<file path="src/rtl/wm8731_i2c_responder_pkg.sv">
// Shared constants and types for the WM8731 control-port responder:
// device address, register indices, power-on register values and FSM states.
package wm8731_pkg;

   localparam logic [6:0] WM8731_ADDR = 7'h1A;

   typedef enum logic [6:0] {
      R_LIN    = 7'd0,
      R_RIN    = 7'd1,
      R_LHP    = 7'd2,
      R_RHP    = 7'd3,
      R_APATH  = 7'd4,
      R_DPATH  = 7'd5,
      R_PWR    = 7'd6,
      R_IFACE  = 7'd7,
      R_SRATE  = 7'd8,
      R_ACTIVE = 7'd9,
      R_RESET  = 7'd15
   } reg_idx_e;

   typedef enum logic [2:0] {
      S_IDLE, S_ADDR, S_ACK_A, S_HI, S_ACK_H, S_LO, S_ACK_L, S_IGNORE
   } state_t;

   function automatic logic [8:0] reg_default(input logic [3:0] idx);
      logic [8:0] v;
      case (idx)
         4'd0, 4'd1: v = 9'h097;
         4'd2, 4'd3: v = 9'h079;
         4'd4:       v = 9'h00A;
         4'd5:       v = 9'h008;
         4'd6:       v = 9'h09F;
         4'd7:       v = 9'h00A;
         default:    v = 9'h000;
      endcase
      return v;
   endfunction

endpackage

</file>
<file path="src/rtl/wm8731_i2c_responder_if.sv">
// I2C pin bundle between a bus master (initializer or bench) and the responder.
interface wm8731_i2c_responder_if;
   // Open-drain bus: i_sda is the resolved line level; o_sda_oe=1 pulls it low,
   // the responder never drives it high. No valid/ready: the master owns SCL timing.
   logic i_scl;
   logic i_sda;
   logic o_sda_oe;

   modport master (output i_scl, output i_sda, input o_sda_oe);
   modport slave  (input i_scl, input i_sda, output o_sda_oe);
endinterface

</file>
<file path="src/rtl/wm8731_i2c_responder_i2c_bus_cond.sv">
// SCL/SDA synchronizers with one history flop, producing SCL edge and
// START/STOP pulses in the i_clk domain. Shared with the bus monitor.
module i2c_bus_cond #(
   parameter int SYNC_STAGES = 2
) (
   input  logic i_clk,
   input  logic i_rst,
   input  logic i_scl,
   input  logic i_sda,
   output logic o_sda,
   output logic o_scl_rise,
   output logic o_scl_fall,
   output logic o_start,
   output logic o_stop
);

   logic [SYNC_STAGES-1:0] r_scl_sync;
   logic [SYNC_STAGES-1:0] r_sda_sync;
   logic                   r_scl_hist;
   logic                   r_sda_hist;
   logic                   w_scl;
   logic                   w_sda;

   // Flops reset to the idle-bus level so reset release never fakes a START.
   always_ff @(posedge i_clk) begin
      if (i_rst) begin
         r_scl_sync <= '1;
         r_sda_sync <= '1;
         r_scl_hist <= 1'b1;
         r_sda_hist <= 1'b1;
      end else begin
         r_scl_sync <= {r_scl_sync[SYNC_STAGES-2:0], i_scl};
         r_sda_sync <= {r_sda_sync[SYNC_STAGES-2:0], i_sda};
         r_scl_hist <= w_scl;
         r_sda_hist <= w_sda;
      end
   end

   assign w_scl      = r_scl_sync[SYNC_STAGES-1];
   assign w_sda      = r_sda_sync[SYNC_STAGES-1];
   assign o_sda      = w_sda;
   assign o_scl_rise = w_scl & ~r_scl_hist;
   assign o_scl_fall = ~w_scl & r_scl_hist;
   assign o_start    = w_scl & r_scl_hist & r_sda_hist & ~w_sda;
   assign o_stop     = w_scl & r_scl_hist & ~r_sda_hist & w_sda;

endmodule

</file>
<file path="src/rtl/wm8731_i2c_responder.sv">
// WM8731 control-port responder: ACKs 3-byte writes to DEV_ADDR, commits
// 16-bit words into a 16x9 shadow register file and counts bad traffic.
module wm8731_i2c_responder
   import wm8731_pkg::*;
#(
   parameter logic [6:0] DEV_ADDR    = WM8731_ADDR,
   parameter int         SYNC_STAGES = 2,
   parameter int         NUM_REGS    = 16
) (
   input  logic                         i_clk,
   input  logic                         i_rst,
   wm8731_i2c_responder_if.slave        bus_if,
   output logic                         o_wr_valid,
   output logic [6:0]                   o_wr_addr,
   output logic [8:0]                   o_wr_data,
   output logic                         o_busy,
   output logic [7:0]                   o_nack_cnt,
   output logic [7:0]                   o_bad_cnt,
   input  logic [3:0]                   i_rd_addr,
   output logic [8:0]                   o_rd_data,
   output state_t                       o_state
);

   localparam logic [7:0] LP_NUM_REGS = 8'(NUM_REGS);

   logic        w_sda, w_scl_rise, w_scl_fall, w_start, w_stop;
   logic [15:0] w_word;

   state_t      r_state;
   logic [2:0]  r_bit_cnt;
   logic        r_byte_done;
   logic [7:0]  r_shift;
   logic [7:0]  r_hi;
   logic        r_sda_oe;
   logic        r_busy;
   logic        r_wr_valid;
   logic [6:0]  r_wr_addr;
   logic [8:0]  r_wr_data;
   logic [7:0]  r_nack_cnt;
   logic [7:0]  r_bad_cnt;
   logic [8:0]  r_shadow [16];

   i2c_bus_cond #(.SYNC_STAGES(SYNC_STAGES)) u_cond (
      .i_clk      (i_clk),
      .i_rst      (i_rst),
      .i_scl      (bus_if.i_scl),
      .i_sda      (bus_if.i_sda),
      .o_sda      (w_sda),
      .o_scl_rise (w_scl_rise),
      .o_scl_fall (w_scl_fall),
      .o_start    (w_start),
      .o_stop     (w_stop)
   );

   assign w_word = {r_hi, r_shift};

   always_ff @(posedge i_clk) begin
      r_wr_valid <= 1'b0;
      if (i_rst) begin
         r_state     <= S_IDLE;
         r_bit_cnt   <= 3'd0;
         r_byte_done <= 1'b0;
         r_shift     <= 8'd0;
         r_hi        <= 8'd0;
         r_sda_oe    <= 1'b0;
         r_busy      <= 1'b0;
         r_wr_addr   <= 7'd0;
         r_wr_data   <= 9'd0;
         r_nack_cnt  <= 8'd0;
         r_bad_cnt   <= 8'd0;
         for (int i = 0; i < 16; i++) r_shadow[i] <= reg_default(4'(i));
      end else if (w_start) begin
         r_state     <= S_ADDR;
         r_busy      <= 1'b1;
         r_bit_cnt   <= 3'd0;
         r_byte_done <= 1'b0;
         r_sda_oe    <= 1'b0;
      end else if (w_stop) begin
         r_state     <= S_IDLE;
         r_busy      <= 1'b0;
         r_byte_done <= 1'b0;
         r_sda_oe    <= 1'b0;
      end else begin
         case (r_state)
            S_ADDR, S_HI, S_LO: begin
               if (w_scl_rise) begin
                  r_shift   <= {r_shift[6:0], w_sda};
                  r_bit_cnt <= r_bit_cnt + 3'd1;
                  if (r_bit_cnt == 3'd7) r_byte_done <= 1'b1;
               end else if (w_scl_fall && r_byte_done) begin
                  // Byte boundary: the fall after bit 8 opens the ACK slot.
                  r_byte_done <= 1'b0;
                  if (r_state == S_ADDR) begin
                     if (r_shift == {DEV_ADDR, 1'b0}) begin
                        r_state  <= S_ACK_A;
                        r_sda_oe <= 1'b1;
                     end else begin
                        r_state <= S_IGNORE;
                        if (r_nack_cnt != 8'hFF) r_nack_cnt <= r_nack_cnt + 8'd1;
                     end
                  end else if (r_state == S_HI) begin
                     r_hi     <= r_shift;
                     r_state  <= S_ACK_H;
                     r_sda_oe <= 1'b1;
                  end else begin
                     r_state    <= S_ACK_L;
                     r_sda_oe   <= 1'b1;
                     r_wr_valid <= 1'b1;
                     r_wr_addr  <= w_word[15:9];
                     r_wr_data  <= w_word[8:0];
                     if (w_word[15:9] == R_RESET) begin
                        for (int i = 0; i < 16; i++) r_shadow[i] <= reg_default(4'(i));
                     end else if ({1'b0, w_word[15:9]} < LP_NUM_REGS) begin
                        r_shadow[w_word[12:9]] <= w_word[8:0];
                     end else if (r_bad_cnt != 8'hFF) begin
                        r_bad_cnt <= r_bad_cnt + 8'd1;
                     end
                  end
               end
            end
            S_ACK_A, S_ACK_H, S_ACK_L: begin
               if (w_scl_fall) begin
                  r_sda_oe <= 1'b0;
                  r_state  <= (r_state == S_ACK_H) ? S_LO : S_HI;
               end
            end
            default: ;
         endcase
      end
   end

   assign bus_if.o_sda_oe = r_sda_oe;
   assign o_wr_valid      = r_wr_valid;
   assign o_wr_addr       = r_wr_addr;
   assign o_wr_data       = r_wr_data;
   assign o_busy          = r_busy;
   assign o_nack_cnt      = r_nack_cnt;
   assign o_bad_cnt       = r_bad_cnt;
   assign o_state         = r_state;
   assign o_rd_data       = ({4'b0, i_rd_addr} < LP_NUM_REGS) ? r_shadow[i_rd_addr] : 9'd0;

endmodule

</file>
<file path="src/flat_wrapper.sv">
// flat-port wrapper written by rule: the top's interface ports become plain ports
module wm8731_i2c_responder_flat import wm8731_pkg::*;
#(
   parameter logic [6:0] DEV_ADDR    = WM8731_ADDR,
   parameter int         SYNC_STAGES = 2,
   parameter int         NUM_REGS    = 16
)
  (i_clk, i_rst, o_wr_valid, o_wr_addr, o_wr_data, o_busy, o_nack_cnt, o_bad_cnt, i_rd_addr, o_rd_data, o_state, bus_if_i_scl, bus_if_i_sda, bus_if_o_sda_oe);
  wm8731_i2c_responder_if bus_if_i ();
  input  logic i_clk;
  input  logic i_rst;
  output logic o_wr_valid;
  output logic [6:0] o_wr_addr;
  output logic [8:0] o_wr_data;
  output logic o_busy;
  output logic [7:0] o_nack_cnt;
  output logic [7:0] o_bad_cnt;
  input  logic [3:0] i_rd_addr;
  output logic [8:0] o_rd_data;
  output state_t o_state;
  input wire logic [$bits(bus_if_i.i_scl)-1:0] bus_if_i_scl;
  input wire logic [$bits(bus_if_i.i_sda)-1:0] bus_if_i_sda;
  output wire logic [$bits(bus_if_i.o_sda_oe)-1:0] bus_if_o_sda_oe;
  assign bus_if_i.i_scl = bus_if_i_scl;
  assign bus_if_i.i_sda = bus_if_i_sda;
  assign bus_if_o_sda_oe = bus_if_i.o_sda_oe;
  wm8731_i2c_responder #(.DEV_ADDR(DEV_ADDR), .SYNC_STAGES(SYNC_STAGES), .NUM_REGS(NUM_REGS)) u_core (.i_clk(i_clk), .i_rst(i_rst), .bus_if(bus_if_i), .o_wr_valid(o_wr_valid), .o_wr_addr(o_wr_addr), .o_wr_data(o_wr_data), .o_busy(o_busy), .o_nack_cnt(o_nack_cnt), .o_bad_cnt(o_bad_cnt), .i_rd_addr(i_rd_addr), .o_rd_data(o_rd_data), .o_state(o_state));
endmodule
</file>
<file path="config.mk">
export PLATFORM = sky130hd
export DESIGN_NAME = wm8731_i2c_responder_flat
export DESIGN_NICKNAME = d
export VERILOG_FILES = /design/src/rtl/wm8731_i2c_responder_pkg.sv /design/src/rtl/wm8731_i2c_responder_if.sv /design/src/rtl/wm8731_i2c_responder_i2c_bus_cond.sv /design/src/rtl/wm8731_i2c_responder.sv /design/src/flat_wrapper.sv
export SDC_FILE = /design/constraint.sdc
export NUM_CORES = 1
export LEC_CHECK = 0
export ABC_AREA = 1
export BUFFER_PORTS_ARGS = -buffer_cell sky130_fd_sc_hd__buf_2
export CAP_MARGIN = 40
export CORE_AREA = 2 2 141 143
export DETAILED_ROUTE_END_ITERATION = 7
export DIE_AREA = 0 0 143 145
export PLACE_DENSITY = 0.72
export SETUP_SLACK_MARGIN = 0.05
export SYNTH_ARGS = -nofsm -noshare
export SYNTH_HDL_FRONTEND = slang
export SYNTH_SLANG_ARGS = --single-unit
</file>
<file path="constraint.sdc">
create_clock -name i_clk -period 2.25 [get_ports i_clk]
set_clock_uncertainty 0.2 [all_clocks]
set_input_delay 0.1125 -clock i_clk [delete_from_list [all_inputs] [get_ports i_clk]]
set_output_delay 0.1125 -clock i_clk [all_outputs]
set_load 0.02 [all_outputs]
</file>
==> run metrics <==
CTS Buf Count 23; Die W 143 um; WS Path Type reg -> reg; Clk pin slew, worst setup/hold paths approximately 60 ps; total gr overflow 0; gr usage total 21.6%; Clk Latency, worst-skew pair 510 ps; asr flop ratio synth 0%; RSZ-0062 raised after global routing true; initial DRC count 591; post-synthesis instance total 1031; largest stage delay on the critical path 410 ps; period utilization 95.3%; Hold Crit Class reg -> reg; PnR Total Power 8710 uW; Setup crit end kind register; die footprint 20700 um2; total negative setup slack 0 ps; max cap viols 0; GP Congestion 0.883; Initial Utilization 48.9%; vias in the first global route roughly 7k; commonest register cell after synthesis edfxtp_1; synth warn 0; layout cells sized above 1 16.9%; Unique masters post-synth 34; worst reg-to-reg path cell count 8; largest family of logic cells by synthesized area simple AND/OR/NAND/NOR gates; footprint of the multi-input gates 3180 um2; Die Span Y 145 um; Data required, critical path approximately 2200 ps; Max FO, Critical Path 9; Seq/Total Area, Yosys 59.7%; Final Max Tran Viols 0; initial antenna violation count 0; Synth Area in Adders 0.533%; first-pass GRT wire length 35100 um; worst ir drop on vdd 0.481 mV; synthesized area per cell 9.10 um2; # DRC 0; average routed wire per standard cell about 16 um; Worst Path Arrival 2110 ps; DRT Pass-1 Iters 6; Post-Synth Simple-Gate Area 20.1%; # fillers 1644; clk root buf clkbuf_16; Slew @ Worst Pin 532 ps; Post-Syn Area 9390 um2; Top-Level Pins 55; CTS H-tree depth 1; TritonCTS clock tree done; postcts setup bufs 0; P_leak 0.00455 uW; crit-path cells nand3_2 -> nor2_4 -> nand2_4 -> buf_4 -> nor2_8 -> buf_12 -> nand4_2 -> nand2_1; CP startpoint kind register; core footprint 19200 um2; final WL 22200 um; Hold Path Cell Cnt 1; Antenna Nets Post-Route 0; ANT cells 0; clk sinks ~210; mux cell area share after synthesis 0%; Fmax around 470 MHz; minimum clock period approximately 2100 ps; Clock Tree Buf Depth 3; post-synthesis compound-gate area fraction 11.7%; Final Setup Violations 0; vias per inst approximately 5.2; endpoints failing hold 0; FP Rows 51; DP Wirelength 15000 um; status complete, no violations; flops & latches, synth about 210; CP max stage cell dfxtp_1; Pwr Density 774 nW/um2; # nets final 1143; Storage cell area 5610 um2; Post-synth EDFFs 144; Worst slew margin 64.4%; area grow syn2layout 19.8%; largest net degree at the start of global routing 54; # port buffers between 50 and 60; post-synthesis xor/xnor area fraction 0.747%; routed vias 7284
cell usage in the layout, fill, tap and decap left out, drive strengths merged, types with 3 or more instances in the layout:
| cell | instances |
|---|---|
| nand4 | 11 |
| or2 | 5 |
| inv | 114 |
| buf | 114 |
| a21oi | 85 |
| dfxtp | 64 |
| conb | 9 |
| bufinv | 3 |
| edfxtp | 144 |
| xnor2 | 3 |
| ha | 4 |
| dlygate4sd3 | 5 |
| o211ai | 36 |
| nor2 | 158 |
| nand2 | 179 |
| clkinv | 19 |
| clkbuf | 30 |
| xor2 | 5 |
| nand3 | 76 |
| o21ai | 76 |
layout make-up:
cell class | count | area share (%)
clock buffers | 30 | 5.93
clock inverters | 12 | 1.25
inverters | 124 | 4.14
multi-input cells | 655 | 28.3
flip-flops and latches | 208 | 49.9
well taps | 265 | 2.95
repair buffers | 119 | 7.61
flip-flops by register name, summed over array words and instances (netlist names):
| signal | cells |
|---|---|
| u_core.bus_if.o_sda_oe | 1 |
| u_core.o_bad_cnt | 8 |
| u_core.o_busy | 1 |
| u_core.o_nack_cnt | 8 |
| u_core.o_state | 3 |
| u_core.o_wr_addr | 7 |
| u_core.o_wr_data | 9 |
| u_core.o_wr_valid | 1 |
| u_core.r_bit_cnt | 3 |
| u_core.r_byte_done | 1 |
| u_core.r_hi | 8 |
| u_core.r_shadow | 144 |
| u_core.r_shift | 8 |
| u_core.u_cond.r_scl_hist | 1 |
| u_core.u_cond.r_scl_sync | 2 |
| u_core.u_cond.r_sda_hist | 1 |
| u_core.u_cond.r_sda_sync | 2 |
stage by stage:
| step | hold WS, ps | instance area (um2) | std cells | util, % | setup slack, ps |
|---|---|---|---|---|---|
| 6_report | 210 | 11200 | 1413 | 58.6 | 106 |
| 4_1_cts | 210 | 11200 | 1413 | 58.3 | 54.0 |
| 3_5_place_dp | 97.0 | 10300 | 1366 | 53.9 | 67.9 |
| 2_1_floorplan | 16.3 | 9420 | 1039 | - | 55.6 |
| 5_1_grt | 227 | 11200 | 1413 | 58.6 | 11.6 |
| 3_3_place_gp | 95.4 | 10300 | 1365 | 53.8 | -286 |
per-layer routing:
layer	vias to the layer above	GRT usage, %	share of wire (%)
met3	53	4.69	6.5
met4	0	7.57	3.4
met1	3354	28.2	44
li1	3642	-	-
met2	235	35.4	46
met5	-	0	0
kinds of logic (layout without fill, tap and decap cells):
family          count (synthesis)  in the layout
fa+ha+maj                       4              4
buf+inv                       176            285
compound gates                199            199
simple gates                  435            435
other cells                     1              9
xor+xnor                        8              8
flops                         208            208
Yosys cell counts (6+ instances only):
cell      instances  area, um2
nand3_1          76        380
clkinv_1         11       41.3
edfxtp_1        144       4320
nand2_1         175        657
clkbuf_1         37        139
o21ai_0          76        380
inv_2             6       22.5
o211ai_1         36        270
a21oi_1          84        420
inv_1           107        402
dfxtp_1          64       1280
buf_2             9       45.0
nand4_2           8        100
buf_1             6       22.5
nor2_1          153        574
what timing repair did:
action,in CTS,in global routing
endpoints found under the hold margin,31,0
hold buffers,5,0
gates resized for setup,0,13
setup endpoints to repair,0,132
critical path: cells and delay by family (launching register included):
| family | cells | cell delay [ps] |
|---|---|---|
| flip-flops | 1 | 410 |
| buffers and inverters | 2 | 320 |
| AND/OR/NAND/NOR | 6 | 870 |
worst paths after layout:
path | startpoint | endpoint | slack [ps]
setup / recovery | u_core.u_cond.r_scl_hist | u_core.r_shadow[0][7] | 110
setup reg to reg | u_core.u_cond.r_scl_hist | u_core.r_shadow[0][7] | 110
hold / removal | u_core.u_cond.r_scl_sync[0] | u_core.u_cond.r_scl_sync[1] | 210
hold reg to reg | u_core.u_cond.r_scl_sync[0] | u_core.u_cond.r_scl_sync[1] | 210
report_power, final:
part / switching, uW / leakage (uW) / internal, uW / total (uW)
combinational: 353 / 0.00225 / 170 / 523
clock: 1490 / 0.000406 / 2440 / 3920
sequential: 43.2 / 0.00189 / 4220 / 4260
total: 1880 / 0.00455 / 6830 / 8710
Note: power is estimated with default switching activity, not from simulation.
